## config.mk

```make
export PLATFORM = sky130hd
export DESIGN_NAME = disp_scan_ctrl
export DESIGN_NICKNAME = d
export VERILOG_FILES = /design/src/rtl/disp_scan_ctrl.sv
export SDC_FILE = /design/constraint.sdc
export NUM_CORES = 1
export LEC_CHECK = 0
export CAP_MARGIN = 0
export CORE_ASPECT_RATIO = 1.1
export CORE_UTILIZATION = 55
export CTS_BUF_LIST = sky130_fd_sc_hd__clkbuf_16
export CTS_CLUSTER_DIAMETER = 200
export DETAILED_ROUTE_END_ITERATION = 6
export HOLD_SLACK_MARGIN = 0.06
export PLACE_DENSITY = 0.89
export REMOVE_ABC_BUFFERS = 1
export SLEW_MARGIN = 20
export SYNTH_ARGS = -nofsm -noshare
export SYNTH_HDL_FRONTEND = slang
export SYNTH_SLANG_ARGS = --single-unit
```

## constraint.sdc

```tcl
create_clock -name clk -period 3.8 [get_ports clk]
set_input_delay 0.76 -clock clk [delete_from_list [all_inputs] [get_ports clk]]
set_output_delay 0.76 -clock clk [all_outputs]
set_load 0.01 [all_outputs]
```

## src/rtl/disp_scan_ctrl.sv

```systemverilog
// Four-digit multiplexed display scanner with double-buffered digit data.
// Optional blink feature is compiled in with the macro DISP_BLINK_EN.
module disp_scan_ctrl #(
    parameter int SCAN_DIV     = 50000,
    parameter int BLANK_CYC    = 500,
    parameter int BLINK_FRAMES = 64
) (
    input  logic        clk,
    input  logic        rst,
    input  logic        en,
    input  logic        wr_en,
    input  logic [15:0] hexs_in,
    input  logic [3:0]  point_in,
    input  logic [3:0]  les_in,
    output logic [1:0]  scan,
    output logic [3:0]  hex,
    output logic        p,
    output logic [3:0]  an,
    output logic        frame_done,
    output logic        pending
);

    localparam int CW = (SCAN_DIV > 1) ? $clog2(SCAN_DIV) : 1;
    localparam logic [CW-1:0] CNT_MAX   = CW'(SCAN_DIV - 1);
    localparam logic [CW-1:0] BLANK_END = CW'(BLANK_CYC);

    typedef enum logic {
        ST_BLANK = 1'b0,
        ST_SHOW  = 1'b1
    } state_t;

    state_t        state_q, state_d;
    logic [CW-1:0] cnt_q, cnt_d;
    logic [1:0]    scan_q, scan_d;
    logic [3:0]    an_q, an_d;
    logic [3:0]    hex_q, hex_d;
    logic          p_q, p_d;
    logic          frame_done_q, frame_done_d;
    logic          pending_q, pending_d;
    logic [15:0]   stg_hex_q, stg_hex_d;
    logic [3:0]    stg_pt_q, stg_pt_d;
    logic [15:0]   shd_hex_q, shd_hex_d;
    logic [3:0]    shd_pt_q, shd_pt_d;
    logic          slot_end_s;
    logic          boundary_s;

`ifdef DISP_BLINK_EN
    localparam int FW = (BLINK_FRAMES > 1) ? $clog2(BLINK_FRAMES) : 1;
    localparam logic [FW-1:0] FR_MAX = FW'(BLINK_FRAMES - 1);

    logic [FW-1:0] frame_cnt_q, frame_cnt_d;
    logic          hidden_q, hidden_d;
    logic [3:0]    stg_les_q, stg_les_d;
    logic [3:0]    shd_les_q, shd_les_d;
`else
    logic          les_unused_s;
    assign les_unused_s = ^les_in;
`endif

    // Next-state logic for the slot counter, buffers and registered outputs.
    always_comb begin
        cnt_d        = cnt_q;
        scan_d       = scan_q;
        stg_hex_d    = stg_hex_q;
        stg_pt_d     = stg_pt_q;
        shd_hex_d    = shd_hex_q;
        shd_pt_d     = shd_pt_q;
        pending_d    = pending_q;
        slot_end_s   = en && (cnt_q == CNT_MAX);
        boundary_s   = slot_end_s && (scan_q == 2'd3);
        frame_done_d = boundary_s;
`ifdef DISP_BLINK_EN
        frame_cnt_d  = frame_cnt_q;
        hidden_d     = hidden_q;
        stg_les_d    = stg_les_q;
        shd_les_d    = shd_les_q;
`endif

        if (slot_end_s) begin
            cnt_d  = '0;
            scan_d = scan_q + 2'd1;
        end else if (en) begin
            cnt_d  = cnt_q + CW'(1);
        end else begin
            cnt_d  = cnt_q;
        end

        // Shadow only moves at a frame boundary, so a frame never mixes old and new data.
        if (boundary_s && pending_q) begin
            shd_hex_d = stg_hex_q;
            shd_pt_d  = stg_pt_q;
`ifdef DISP_BLINK_EN
            shd_les_d = stg_les_q;
`endif
            pending_d = 1'b0;
        end else begin
            pending_d = pending_q;
        end

        if (wr_en) begin
            stg_hex_d = hexs_in;
            stg_pt_d  = point_in;
`ifdef DISP_BLINK_EN
            stg_les_d = les_in;
`endif
            pending_d = 1'b1;
        end else begin
            stg_hex_d = stg_hex_d;
        end

`ifdef DISP_BLINK_EN
        if (boundary_s && (frame_cnt_q == FR_MAX)) begin
            frame_cnt_d = '0;
            hidden_d    = ~hidden_q;
        end else if (boundary_s) begin
            frame_cnt_d = frame_cnt_q + FW'(1);
        end else begin
            frame_cnt_d = frame_cnt_q;
        end
`endif

        state_d = (cnt_d < BLANK_END) ? ST_BLANK : ST_SHOW;

        case (state_d)
            ST_SHOW:  an_d = ~(4'b0001 << scan_d);
            ST_BLANK: an_d = 4'b1111;
            default:  an_d = 4'b1111;
        endcase
`ifdef DISP_BLINK_EN
        if (hidden_d && shd_les_d[scan_d]) begin
            an_d = 4'b1111;
        end else begin
            an_d = an_d;
        end
`endif

        hex_d = shd_hex_d[{scan_d, 2'b00} +: 4];
        p_d   = shd_pt_d[scan_d];
    end

    // State register with synchronous reset taking priority over wr_en and en.
    always_ff @(posedge clk) begin
        if (rst) begin
            state_q      <= ST_BLANK;
            cnt_q        <= '0;
            scan_q       <= 2'd0;
            an_q         <= 4'b1111;
            hex_q        <= 4'd0;
            p_q          <= 1'b0;
            frame_done_q <= 1'b0;
            pending_q    <= 1'b0;
            stg_hex_q    <= 16'd0;
            stg_pt_q     <= 4'd0;
            shd_hex_q    <= 16'd0;
            shd_pt_q     <= 4'd0;
`ifdef DISP_BLINK_EN
            frame_cnt_q  <= '0;
            hidden_q     <= 1'b0;
            stg_les_q    <= 4'd0;
            shd_les_q    <= 4'd0;
`endif
        end else begin
            state_q      <= state_d;
            cnt_q        <= cnt_d;
            scan_q       <= scan_d;
            an_q         <= an_d;
            hex_q        <= hex_d;
            p_q          <= p_d;
            frame_done_q <= frame_done_d;
            pending_q    <= pending_d;
            stg_hex_q    <= stg_hex_d;
            stg_pt_q     <= stg_pt_d;
            shd_hex_q    <= shd_hex_d;
            shd_pt_q     <= shd_pt_d;
`ifdef DISP_BLINK_EN
            frame_cnt_q  <= frame_cnt_d;
            hidden_q     <= hidden_d;
            stg_les_q    <= stg_les_d;
            shd_les_q    <= shd_les_d;
`endif
        end
    end

    // Dropping en blanks the anodes immediately rather than one cycle late.
    assign an         = an_q | {4{~en}};
    assign scan       = scan_q;
    assign hex        = hex_q;
    assign p          = p_q;
    assign frame_done = frame_done_q;
    assign pending    = pending_q;

endmodule

```

======== Yosys cells after proc, flatten, opt, wreduce, memory -nomap -nowiden ========
Index checks and enable logic that the tools add are counted.
word-level totals
  bits of input ports ..................... 28
  output and inout bits ................... 13
  logic and storage cells ................. 37
  register bits ........................... 69
operators by class
  bitwise operators ....................... 3
  reduce and logical (&&, ||, !) cells .... 4
  equality and inequality tests ........... 2
  $add $sub $neg .......................... 2
  shifts and indexed selects .............. 2
  mux-type cells .......................... 11
  order comparisons ....................... 2
operators with widths
  cell                   number
  $mux 16                3
  $add 16x1->16 const B  1
  $eq 16x16->1 const B   1
  $lt 16x9->1 const B    1
  $shiftx 16x5->4        1
  $pmux 4 s2             1
  $mux 1                 4
  $mux 4                 1
  $not 4->4              1
  $or 4x4->4             1
  $shl 1x2->4 const A    1
  $logic_and 1x1->1      3
  $lt 2x3->1 const B     1
  $add 2x1->2 const B    1
  $bmux 1 s2             1
  $eq 2x2->1 const B     1
  $mux 2                 1
  $reduce_bool 2->1      1
  $not 1->1              1

======== Longest topological paths before layout ========
  word-level depth ........................ 7
  depth in mapped cells ................... 8
  depth with buffers taken out ............ 7

======== Worst setup path after synthesis ========
Ideal clock, no wire load.
  path type ............................... in2reg
  start ................................... input port en
  end ..................................... register an_q[2]
  buffers on the path ..................... 1
  data required time ...................... 3735 ps
  slack ................................... 910 ps
  data arrival time ....................... 2824 ps
  cell stages on the path ................. 7
  library setup time ...................... 65 ps
  path through ............................ clkbuf_1 > nand3_1 > nor4b_1 > mux2_2 > o221ai_1 > o221ai_1 > nand3b_1
between the ends
  cells in the longest elaborated chain, start to end .. 5
  elaborated cells between the ends (all ways) .. 9
  classes of those cells .................. 1 x order compare; 1 x shift; 5 x mux; 1 x bitwise; 1 x reduce/logical
RTL lines
  what                                          RTL line  source
  start, declared                               10        input logic en,
  $mux 16 or $logic_and 1x1->1 (tied branches)  82, 69
  $mux 16 or $mux 2 (tied branches)             79        if (slot_end_s) begin
  $lt 16x9->1 or $shl 1x2->4 (tied branches)    122, 125
  $mux 1 or $not 4->4 (tied branches)           122, 125
  $pmux 4 s2 *                                  124       case (state_d)
  end signal, assigned                          166       an_q <= an_d;
  end, declared                                 35        logic [3:0] an_q, an_d;
Every way passes the cells marked *; elsewhere a longest branch is shown, timed or not.
A chain may end at the register's enable or synchronous reset.

======== Final worst setup path ========
  start ................................... input port en
  end ..................................... register hex_q[3], in the netlist hex[3]
between the ends
  cells in the longest elaborated chain, start to end .. 5
  elaborated cells between the ends (all ways) .. 6
  classes of those cells .................. 1 x shift; 2 x mux; 3 x reduce/logical
RTL lines
  what                  RTL line  source
  $logic_and 1x1->1 *   69        slot_end_s = en && (cnt_q == CNT_MAX);
  $logic_and 1x1->1     70        boundary_s = slot_end_s && (scan_q == 2'd3);
  $logic_and 1x1->1     89        if (boundary_s && pending_q) begin
  $mux 16               89
  $shiftx 16x5->4 *     137       hex_d = shd_hex_d[{scan_d, 2'b00} +: 4];
  end signal, assigned  148       hex_q <= 4'd0;
  end signal, assigned  167       hex_q <= hex_d;
  end, declared         36        logic [3:0] hex_q, hex_d;
Marks and branches as above.

==> impl_metrics.env <==
export IMPL_cp_end_kind="flop"
export IMPL_internal_power_mw=1.28
export IMPL_cap_violations=0
export IMPL_regArea_um2=1380
export IMPL_wl_per_cell_um=14.5
export IMPL_path_clk_slew_ns=0.05
export IMPL_synthArstFlopShare_pct=0
export IMPL_utilization_pct=70.4
export IMPL_tightest_slew_ns=0.929
export IMPL_worstPathMaxFanout=11
export IMPL_place_ws_ns=0.459
export IMPL_grt_start_max_net_pins=54
export IMPL_yosys_cell_count_top_type="dfxtp_1"
export IMPL_design_core_area_um2=5500
export IMPL_drt_iter0_markers=162
export IMPL_critPathKind="in -> reg"
export IMPL_final_cells=475
export IMPL_min_period_ns=3.01
export IMPL_cts_sinks=69
export IMPL_post_cts_buffers=0
export IMPL_synth_seq_cells=69
export IMPL_slowest_delay_ns=0.68
export IMPL_grt_pass1_vias=2664
export IMPL_max_freq_mhz=333
export IMPL_hp_start="shd_hex_q[10]$_SDFF_PP0_"
export IMPL_synth_edff_count=0
export IMPL_routed_wl_um=6880
export IMPL_syn_area_um2=3190
export IMPL_place_area_um2=3590
export IMPL_p_sw_share_pct=21.7
export IMPL_antenna_found_initial=0
export IMPL_gp_congestion=0.833
export IMPL_clk_latency_ns=0.33
export IMPL_antenna_cells=0
export IMPL_slew_viol_final=0
export IMPL_p_leak_nw=1.50
export IMPL_clockPowerShare_pct=49.7
export IMPL_cts_tree="yes"
export IMPL_path_buf_inv=1
export IMPL_crit_top_cell="nor2_1"
export IMPL_grt_usage_pct=25.4
export IMPL_skew_ns=0.00505
export IMPL_post_cts_resized=0
export IMPL_combPwrFrac_pct=4.4
export IMPL_power_frac_seq_pct=46.0
export IMPL_setup_viol=0
export IMPL_yosysUniqueCellTypes=51
export IMPL_synth_top_cell_by_area="dfxtp_1"
export IMPL_fill_cells=412
export IMPL_cts_buffers_inserted=9
export IMPL_powerDensity_nw_per_um2=423
export IMPL_startpoint="en"
export IMPL_port_buffers=36
export IMPL_outcome="finished clean"
export IMPL_ioPinCount=41
export IMPL_finalHoldViolations=0
export IMPL_die_area_um2=6110
export IMPL_multi_input_area_um2=1690
export IMPL_synth_top_area_share_pct=43.3
export IMPL_grt_pass1_wl_um=11600
export IMPL_cts_hold_fix_buffers=0
export IMPL_syn_instance_count=366
export IMPL_clock_path_buffers=2
export IMPL_cts_root_buf="clkbuf_16"
export IMPL_irDropWorstVdd_mv=0.372
export IMPL_worst_slack_ns=0.793
export IMPL_rsz0062_at_grt="no"
export IMPL_synth_seq_area_share_pct=43.3
export IMPL_whs_ns=0.456
export IMPL_drc=0
export IMPL_crit_slowest_cell="clkdlybuf4s50_1"
export IMPL_overflow=0
export IMPL_final_setup_tns_ns=0
export IMPL_min_path_type="reg -> reg"
export IMPL_worstSetupStartpointType="input port"
export IMPL_viasPerCell=5.76
export IMPL_crit_chain="clkdlybuf4s50_1, nand4_1, nor2_1, a21oi_1, nor2_1, mux2_2, o41ai_2"
export IMPL_cp_top_family="simple AND/OR/NAND/NOR gates"
export IMPL_post_dp_hpwl_um=4550
export IMPL_fin_area_um2=3870
export IMPL_dp_cells=460
export IMPL_fin_nets=426
export IMPL_start_util_pct=58.0
export IMPL_drtAntennaViolNets=0
export IMPL_yosysWarnings=0
export IMPL_power_net_switching_uw=355
export IMPL_drive_above_1_share_pct=10.0
export IMPL_synth_area_leaders="dfxtp_1 43%, mux2i_1 10%, nor2_1 6.7%, nand2_1 5.4%, a21oi_1 4.2%"
export IMPL_chipWidth_um=74.6
export IMPL_synth_ff_type="dfxtp_1"
export IMPL_dr_pass1_iters=4
export IMPL_period_share_pct=79.1
export IMPL_crit_required_ns=4.04
export IMPL_total_power_mw=1.64
export IMPL_via_count=2735
export IMPL_r2r_start="cnt_q[7]$_SDFF_PP0_"
export IMPL_avgSynthCellArea_um2=8.72
export IMPL_cp_arrival_ns=3.25
export IMPL_area_growth_pct=21.3
export IMPL_max_slew_margin_pct=38.0
export IMPL_h_tree_depth=3
export IMPL_synth_commonest_cells="69 x dfxtp_1, 57 x nor2_1, 46 x nand2_1, 33 x mux2i_1, 27 x a21oi_1"
export IMPL_die_y_um=81.9
export IMPL_rows=28
==> final timing paths <==
kind | slack, ns | end | cells after the start
max | 0.79 | hex[3]$_SDFF_PP0_ | 7
min reg2reg | 0.46 | shd_hex_q[10]$_SDFF_PP0_ | 2
max reg2reg | 1.13 | hex[3]$_SDFF_PP0_ | 6
min | 0.46 | shd_hex_q[10]$_SDFF_PP0_ | 2
==> power groups by stage <==
stage	Combinational, mW	Sequential [mW]	Clock [mW]
final	0.0712	0.753	0.812
after global routing	0.0790	0.755	0.851
after CTS	0.0736	0.753	0.824
after detailed placement	0.0732	0.768	0
after global placement	0.0702	0.767	0
after floorplan	0.0275	0.764	0
==> kinds of logic after synthesis <==
| logic type | after synthesis | synth area share (%) |
|---|---|---|
| compound gates | 57 | 11.4 |
| xor+xnor | 13 | 3.57 |
| fa+ha+maj | 2 | 0.784 |
| buf+inv | 28 | 3.84 |
| flops | 69 | 43.3 |
| mux | 39 | 12.8 |
| simple gates | 158 | 24.3 |
==> tightest hold or removal path: cells and delay by family (launching register included) <==
family	cells	cell delay, ns
flops	1	0.30
simple gates	1	0.05
compound gates	1	0.05
==> area by class of cell <==
cell class	count	area share, %
Timing Repair Buffer	43	10.4
Multi-Input combinational cell	269	43.6
Tap cell	75	2.42
Clock buffer	9	5.82
Clock inverter	6	1.68
Inverter	4	0.388
Sequential cell	69	35.7
==> flip-flops by register name, summed over array words and instances (netlist names) <==
register	cells
an_q	4
scan	2
shd_pt_q	4
hex	4
shd_hex_q	16
stg_pt_q	4
pending	1
p	1
frame_done	1
stg_hex_q	16
cnt_q	16
==> layer usage <==
metal / up-vias / global-route usage, % / share of wire (%)
li1: 1332 / - / -
met1: 1307 / 28.3 / 43
met2: 76 / 43.2 / 51
met3: 20 / 5.64 / 3.6
met4: 0 / 16.4 / 3.3
met5: - / 0 / 0
==> placed cells by master (no fill, tap or decap), types with 2 or more instances in the layout <==
master,Yosys,final
nand3b_1,3,3
mux2_2,5,5
clkbuf_16,0,9
or3_1,4,4
and3_1,5,5
xor2_1,5,5
nand2_1,46,46
o21ai_0,9,9
nor3_1,2,2
nand4_1,3,3
nand3_1,11,11
ha_1,2,2
buf_2,2,2
buf_4,0,7
nand2b_1,7,7
nor3_4,2,2
mux2i_1,33,33
clkinv_4,0,2
o32ai_1,3,3
or4_1,2,2
o221ai_1,2,2
a211oi_1,4,4
dfxtp_1,69,69
clkinv_2,0,2
nor2_1,57,57
a21oi_1,27,27
and2_1,2,2
nor4_1,4,4
clkdlybuf4s50_1,0,34
inv_1,4,4
or2_2,2,2
xnor2_1,8,8
Note: power is estimated with default switching activity, not from simulation.
